### src/rtl/step_pkg.sv
// Shared types and coil helpers for the multi-drive stepper emulator.
package step_pkg;

  typedef enum logic [1:0] {
    ST_IDLE  = 2'd0,
    ST_COUNT = 2'd1,
    ST_CHECK = 2'd2,
    ST_WAIT  = 2'd3
  } step_state_t;

  localparam logic [3:0] COIL_RESET = 4'b0001;

  // Centre direction: 0001 > 0010 > 0100 > 1000 > 0001
  function automatic logic [3:0] coil_fwd(input logic [3:0] c);
    return {c[2:0], c[3]};
  endfunction

  // Edge direction: 0001 > 1000 > 0100 > 0010 > 0001
  function automatic logic [3:0] coil_rev(input logic [3:0] c);
    return {c[0], c[3:1]};
  endfunction

  function automatic logic coil_legal(input logic [3:0] c);
    logic ok;
    case (c)
      4'b0001, 4'b0010, 4'b0100, 4'b1000: ok = 1'b1;
      default:                            ok = 1'b0;
    endcase
    return ok;
  endfunction

endpackage

### src/rtl/step_channel.sv
// One drive channel: step debounce FSM, coil phase, track counter and TRACK0.
// STEP_DRIVER_LIMIT_EN: when defined, a centre step at MAX_TRACK is ignored.
module step_channel
  import step_pkg::*;
#(
  parameter int DEB_CYCLES = 25,
  parameter int CNT_W      = 8,
  parameter int TRK_W      = 7,
  parameter int MAX_TRACK  = 79
) (
  input  logic             clk,
  input  logic             rst,
  input  logic             step,
  input  logic             dir,
  input  logic             en,
  output logic [3:0]       coils,
  output logic [TRK_W-1:0] track,
  output logic             tr0,
  output logic             step_done
);

`ifdef STEP_DRIVER_LIMIT_EN
  localparam bit LIMIT_EN = 1'b1;
`else
  localparam bit LIMIT_EN = 1'b0;
`endif

  // Highest track a centre step may leave; with the limit off it is pure saturation.
  localparam logic [TRK_W-1:0] TOP_TRACK = LIMIT_EN ? TRK_W'(MAX_TRACK) : {TRK_W{1'b1}};

  step_state_t      state_q;
  logic [CNT_W-1:0] cnt_q;
  logic [3:0]       coils_q, coils_d;
  logic [TRK_W-1:0] track_q, track_d;
  logic             tr0_q;
  logic             done_q;

  always_comb begin
    coils_d = coils_q;
    track_d = track_q;
    if (!dir) begin
      if (track_q != TOP_TRACK) begin
        track_d = track_q + 1'b1;
        coils_d = coil_fwd(coils_q);
      end else if (!LIMIT_EN) begin
        coils_d = coil_fwd(coils_q);
      end
    end else if (track_q != '0) begin
      track_d = track_q - 1'b1;
      coils_d = coil_rev(coils_q);
    end
    // A corrupted phase pattern is recovered on the next accepted step.
    if (!coil_legal(coils_q)) begin
      coils_d = COIL_RESET;
    end
  end

  always_ff @(posedge clk) begin
    if (rst) begin
      state_q <= ST_IDLE;
      cnt_q   <= '0;
      coils_q <= COIL_RESET;
      track_q <= '0;
      tr0_q   <= 1'b1;
      done_q  <= 1'b0;
    end else begin
      done_q <= 1'b0;
      case (state_q)
        ST_IDLE: begin
          if (en && !step) begin
            state_q <= ST_COUNT;
            cnt_q   <= CNT_W'(DEB_CYCLES);
          end
        end
        ST_COUNT: begin
          if (!en) begin
            state_q <= ST_IDLE;
          end else if (cnt_q == '0) begin
            state_q <= ST_CHECK;
          end else begin
            cnt_q <= cnt_q - 1'b1;
          end
        end
        ST_CHECK: begin
          if (!en || step) begin
            state_q <= ST_IDLE;
          end else begin
            state_q <= ST_WAIT;
          end
        end
        ST_WAIT: begin
          if (!en) begin
            state_q <= ST_IDLE;
          end else if (step) begin
            coils_q <= coils_d;
            track_q <= track_d;
            tr0_q   <= (track_d == '0);
            done_q  <= 1'b1;
            state_q <= ST_IDLE;
          end
        end
        default: state_q <= ST_IDLE;
      endcase
    end
  end

  assign coils     = coils_q;
  assign track     = track_q;
  assign tr0       = tr0_q;
  assign step_done = done_q;

endmodule

### src/rtl/step_driver_multi.sv
// Multi-drive stepper-coil emulator: one step_channel per drive select on shared STEP/DIR.
// STEP_DRIVER_LIMIT_EN: when defined, centre steps stop at MAX_TRACK.
module step_driver_multi
  import step_pkg::*;
#(
  parameter int NUM_DRIVES = 2,
  parameter int DEB_CYCLES = 25,
  parameter int CNT_W      = 8,
  parameter int TRK_W      = 7,
  parameter int MAX_TRACK  = 79
) (
  input  logic                        clk,
  input  logic                        rst,
  input  logic                        step,
  input  logic                        dir,
  input  logic [NUM_DRIVES-1:0]       en,
  output logic [4*NUM_DRIVES-1:0]     coils,
  output logic [TRK_W*NUM_DRIVES-1:0] track,
  output logic [NUM_DRIVES-1:0]       tr0,
  output logic [NUM_DRIVES-1:0]       step_done
);

  genvar gi;
  generate
    for (gi = 0; gi < NUM_DRIVES; gi++) begin : g_chan
      step_channel #(
        .DEB_CYCLES(DEB_CYCLES),
        .CNT_W     (CNT_W),
        .TRK_W     (TRK_W),
        .MAX_TRACK (MAX_TRACK)
      ) u_chan (
        .clk      (clk),
        .rst      (rst),
        .step     (step),
        .dir      (dir),
        .en       (en[gi]),
        .coils    (coils[4*gi +: 4]),
        .track    (track[TRK_W*gi +: TRK_W]),
        .tr0      (tr0[gi]),
        .step_done(step_done[gi])
      );
    end
  endgenerate

endmodule

### config.mk
export PLATFORM = sky130hd
export DESIGN_NAME = step_driver_multi
export DESIGN_NICKNAME = d
export VERILOG_FILES = /design/src/rtl/step_pkg.sv /design/src/rtl/step_channel.sv /design/src/rtl/step_driver_multi.sv
export SDC_FILE = /design/constraint.sdc
export NUM_CORES = 1
export LEC_CHECK = 0
export ABC_AREA = 1
export CORE_MARGIN = 2
export CORE_UTILIZATION = 35
export CTS_BUF_LIST = sky130_fd_sc_hd__clkbuf_16
export DETAILED_ROUTE_END_ITERATION = 10
export PLACE_DENSITY_LB_ADDON = 0.12
export SYNTH_ARGS = -nofsm -noshare
export SYNTH_HDL_FRONTEND = slang
export SYNTH_SLANG_ARGS = --single-unit
export TNS_END_PERCENT = 1
### constraint.sdc
create_clock -name clk -period 4.6 [get_ports clk]
set_clock_uncertainty 0.1 [all_clocks]
set_input_delay 1.38 -clock clk [delete_from_list [all_inputs] [get_ports clk]]
set_output_delay 1.38 -clock clk [all_outputs]
set_load 0.01 [all_outputs]
==> impl_metrics.yaml <==
critical_path:
  reg2reg_depth: 9
  startpoint: "step"
  crit_path_max_incr_delay_ns: 0.58
  reg2reg_to: "g_chan[1].u_chan.coils[0]"
  regToRegSetupSlack_ns: 2.70
  crit_arrival_ns: 3.25
  critPathCaptureType: "flip-flop"
  path_class: "primary input to flip-flop"
  timing.rr.start: "g_chan[1].u_chan.track[0]"
  worstPathCellList: "clkdlybuf4s50_1 > inv_2 > nor2_1 > inv_1 > a21oi_1 > o21ai_0 > inv_1"
  critPathCapture: "g_chan[1].u_chan.track[1]"
  critPathLaunchType: "primary input"
  cp_max_fo: 11
  timing.critical_path.required_ns: 4.72
  crit_slowest_cell: "clkdlybuf4s50_1"
  cp_common_cell: "inv_1"
timing:
  rsz0062_at_grt: "false"
  min_period_ns: 3.13
  slew_viol_final: 0
  setup_viol: 0
  fmax_mhz: 320
  worstMarginPinSlew_ns: 0.726
  finalHoldViolCount: 0
  relSlewSlack_pct: 51.4
  worst_slack_ns: 1.47
  fin_tns_setup_ns: 0
  period_share_pct: 67.9
synthesis:
  synth_compound_area_share_pct: 14.0
  synth_edf_count: 0
  yosys_warnings: 0
  yosysTopAreaCellShare_pct: 29.6
  yosysMostFrequentCell: "nand2_1"
  synth_top_family_by_area: "simple AND/OR/NAND/NOR gates"
  ys_seq_elements: 46
  ys.flop_type: "dfxtp_1"
  synthTopCellsByArea: "dfxtp_1 30%, nand2_1 15%, inv_1 8.7%, nand3_1 8.4%, nor2_1 6.8%"
  syn_area_sq_um: 3110
  synthSimpleGateAreaFrac_pct: 34.8
  async_flop_share_pct: 0
  synthAdderAreaFrac_pct: 4.03
  synth_nets: 515
  synthDistinctLibCells: 30
  seq_area_frac_synth_pct: 29.6
  muxShareOfSynthArea_pct: 0
  syn_inst: 499
  yosys-top-cells-count: "127 x nand2_1, 72 x inv_1, 56 x nor2_1"
  syn_avg_cell_area_sq_um: 6.23
  synth-xor-area-share_pct: 5.35
  synth_largest_area_cell: "dfxtp_1"
die:
  num_io_pins: 32
  initial_core_util_pct: 35.8
  rows: 34
  coreArea_sq_um: 8680
  die_w_um: 98.2
  die_h_um: 98.2
  die-area_sq_um: 9650
flow_run:
  cap_violations: 0
routing:
  post-route-drc-count: 0
  wirelength_um: 7500
  vias: 3111
  drt_first_pass_iters: 4
  drt_iter0_markers: 79
  routedWlPerCell_um: 11.8
  routed_via_density: 4.91
  drtAntennaViolNets: 0
grt:
  antenna_found_initial: 0
  track_usage_pct: 16.0
  grt_pass1_wl_um: 13000
  grt_start_max_net_pins: 33
  grt-ovfl-total: 0
  first_global_vias: 2878
clock_tree:
  cts_root_buf: "clkbuf_16"
  clkSinkCount: 46
  clockBufferDepth: 2
  post_cts_buffers: 0
  hold_buffers: 0
  clkLatencyLatePin_ns: 0.28
  cts_max_level: 2
  cts_resized: 0
  cts_buffers: 5
  cts.clk_slew.worst_paths_ns: 0.06
  cts_tree: "done"
place:
  post-place-ws_ns: 1.15
  port_buffers: 31
  place_area_sq_um: 3470
  place.gp.congestion: 0.829
  place_hpwl_um: 5490
min_path:
  hold_class: "flip-flop to flip-flop"
run_status:
  status: "finished, final reports clean"
power_and_ir_drop:
  powerDensity_nw_per_um2: 247
  p_total_mw: 0.894
  p_leak_nw: 1.66
  ir_worst_vdd_mv: 0.148
finish:
  drive_gt1_share_pct: 4.19
  num_antenna_cells: 0
  final_area_sq_um: 3610
  nets: 540
  area_delta_synth_final_pct: 16.2
placed cells by master (no fill, tap or decap), types with 2 or more instances in the layout:
| master | n |
|---|---|
| buf_4 | 2 |
| clkbuf_16 | 5 |
| clkdlybuf4s50_1 | 31 |
| dfxtp_1 | 46 |
| o21ai_2 | 2 |
| nor2_1 | 56 |
| o21ai_0 | 32 |
| nand3_1 | 52 |
| ha_1 | 10 |
| nor2_2 | 2 |
| nor3_1 | 2 |
| o211ai_1 | 7 |
| nand4_1 | 9 |
| or2_2 | 2 |
| inv_1 | 73 |
| xor2_1 | 16 |
| nand2_1 | 127 |
| xnor2_1 | 3 |
| a21oi_1 | 35 |
| inv_2 | 2 |
through the flow:
step / hold slack, ns / cells / utilization, %
after floorplan: 0.342 / 499 / -
after global placement: 0.362 / 625 / 40.0
after detailed placement: 0.364 / 625 / 40.0
after CTS: 0.379 / 633 / 41.6
after global routing: 0.415 / 633 / 41.6
final: 0.381 / 633 / 41.6
power by group:
part	switching (mW)	leakage, nW	internal (mW)
Clock	0.143	0.0724	0.197
Sequential	0.0104	0.373	0.411
Combinational	0.0837	1.21	0.0493
flip-flops by register name, summed over array words and instances (netlist names):
register / cells
g_chan.u_chan.tr0: 2
g_chan.u_chan.state_q: 4
g_chan.u_chan.cnt_q: 16
g_chan.u_chan.track: 14
g_chan.u_chan.coils: 8
g_chan.u_chan.step_done: 2
critical path: cells and delay by family:
| kind | cells | cell delay, ns |
|---|---|---|
| buf+inv | 4 | 0.99 |
| compound gates | 2 | 0.30 |
| simple gates | 1 | 0.58 |
layer usage:
metal  share of wire (%)  global-route usage, %  up-vias
met3                 3.3                   2.93        2
met1                  50                   21.2     1417
met2                  47                   27.3       54
met5                   0                      0        -
li1                    -                      -     1638
met4                0.40                   3.37        0
kinds of logic (layout without fill, tap and decap cells):
kind of cell               count (synthesis)  in the layout
and+or+nand+nor                          254            254
buffers and inverters                     90            116
AOI/OAI and AO/OA                         80             80
DFF                                       46             46
xor gates and xnor gates                  19             19
adders and majority gates                 10             10
final cells by class:
| class | instances | area [sq um] |
|---|---|---|
| clock buffers | 5 | 125 |
| well taps | 108 | 135 |
| repair buffers | 33 | 325 |
| multi-input cells | 363 | 1810 |
| flip-flops and latches | 46 | 921 |
| inverters | 75 | 284 |
| clock inverters | 3 | 12.5 |
| fillers | 971 | 5070 |
how the worst min path moves through the flow:
stage	start	to	cells past startpoint
after global routing	g_chan[1].u_chan.cnt_q[4]	g_chan[1].u_chan.cnt_q[4]	2
after floorplan	g_chan[0].u_chan.tr0	g_chan[0].u_chan.tr0	2
after global placement	g_chan[0].u_chan.tr0	g_chan[0].u_chan.tr0	2
after CTS	g_chan[1].u_chan.cnt_q[3]	g_chan[1].u_chan.cnt_q[3]	2
after detailed placement	g_chan[0].u_chan.tr0	g_chan[0].u_chan.tr0	2
final	g_chan[1].u_chan.cnt_q[3]	g_chan[1].u_chan.cnt_q[3]	2
Note: power is estimated with default switching activity, not from simulation.
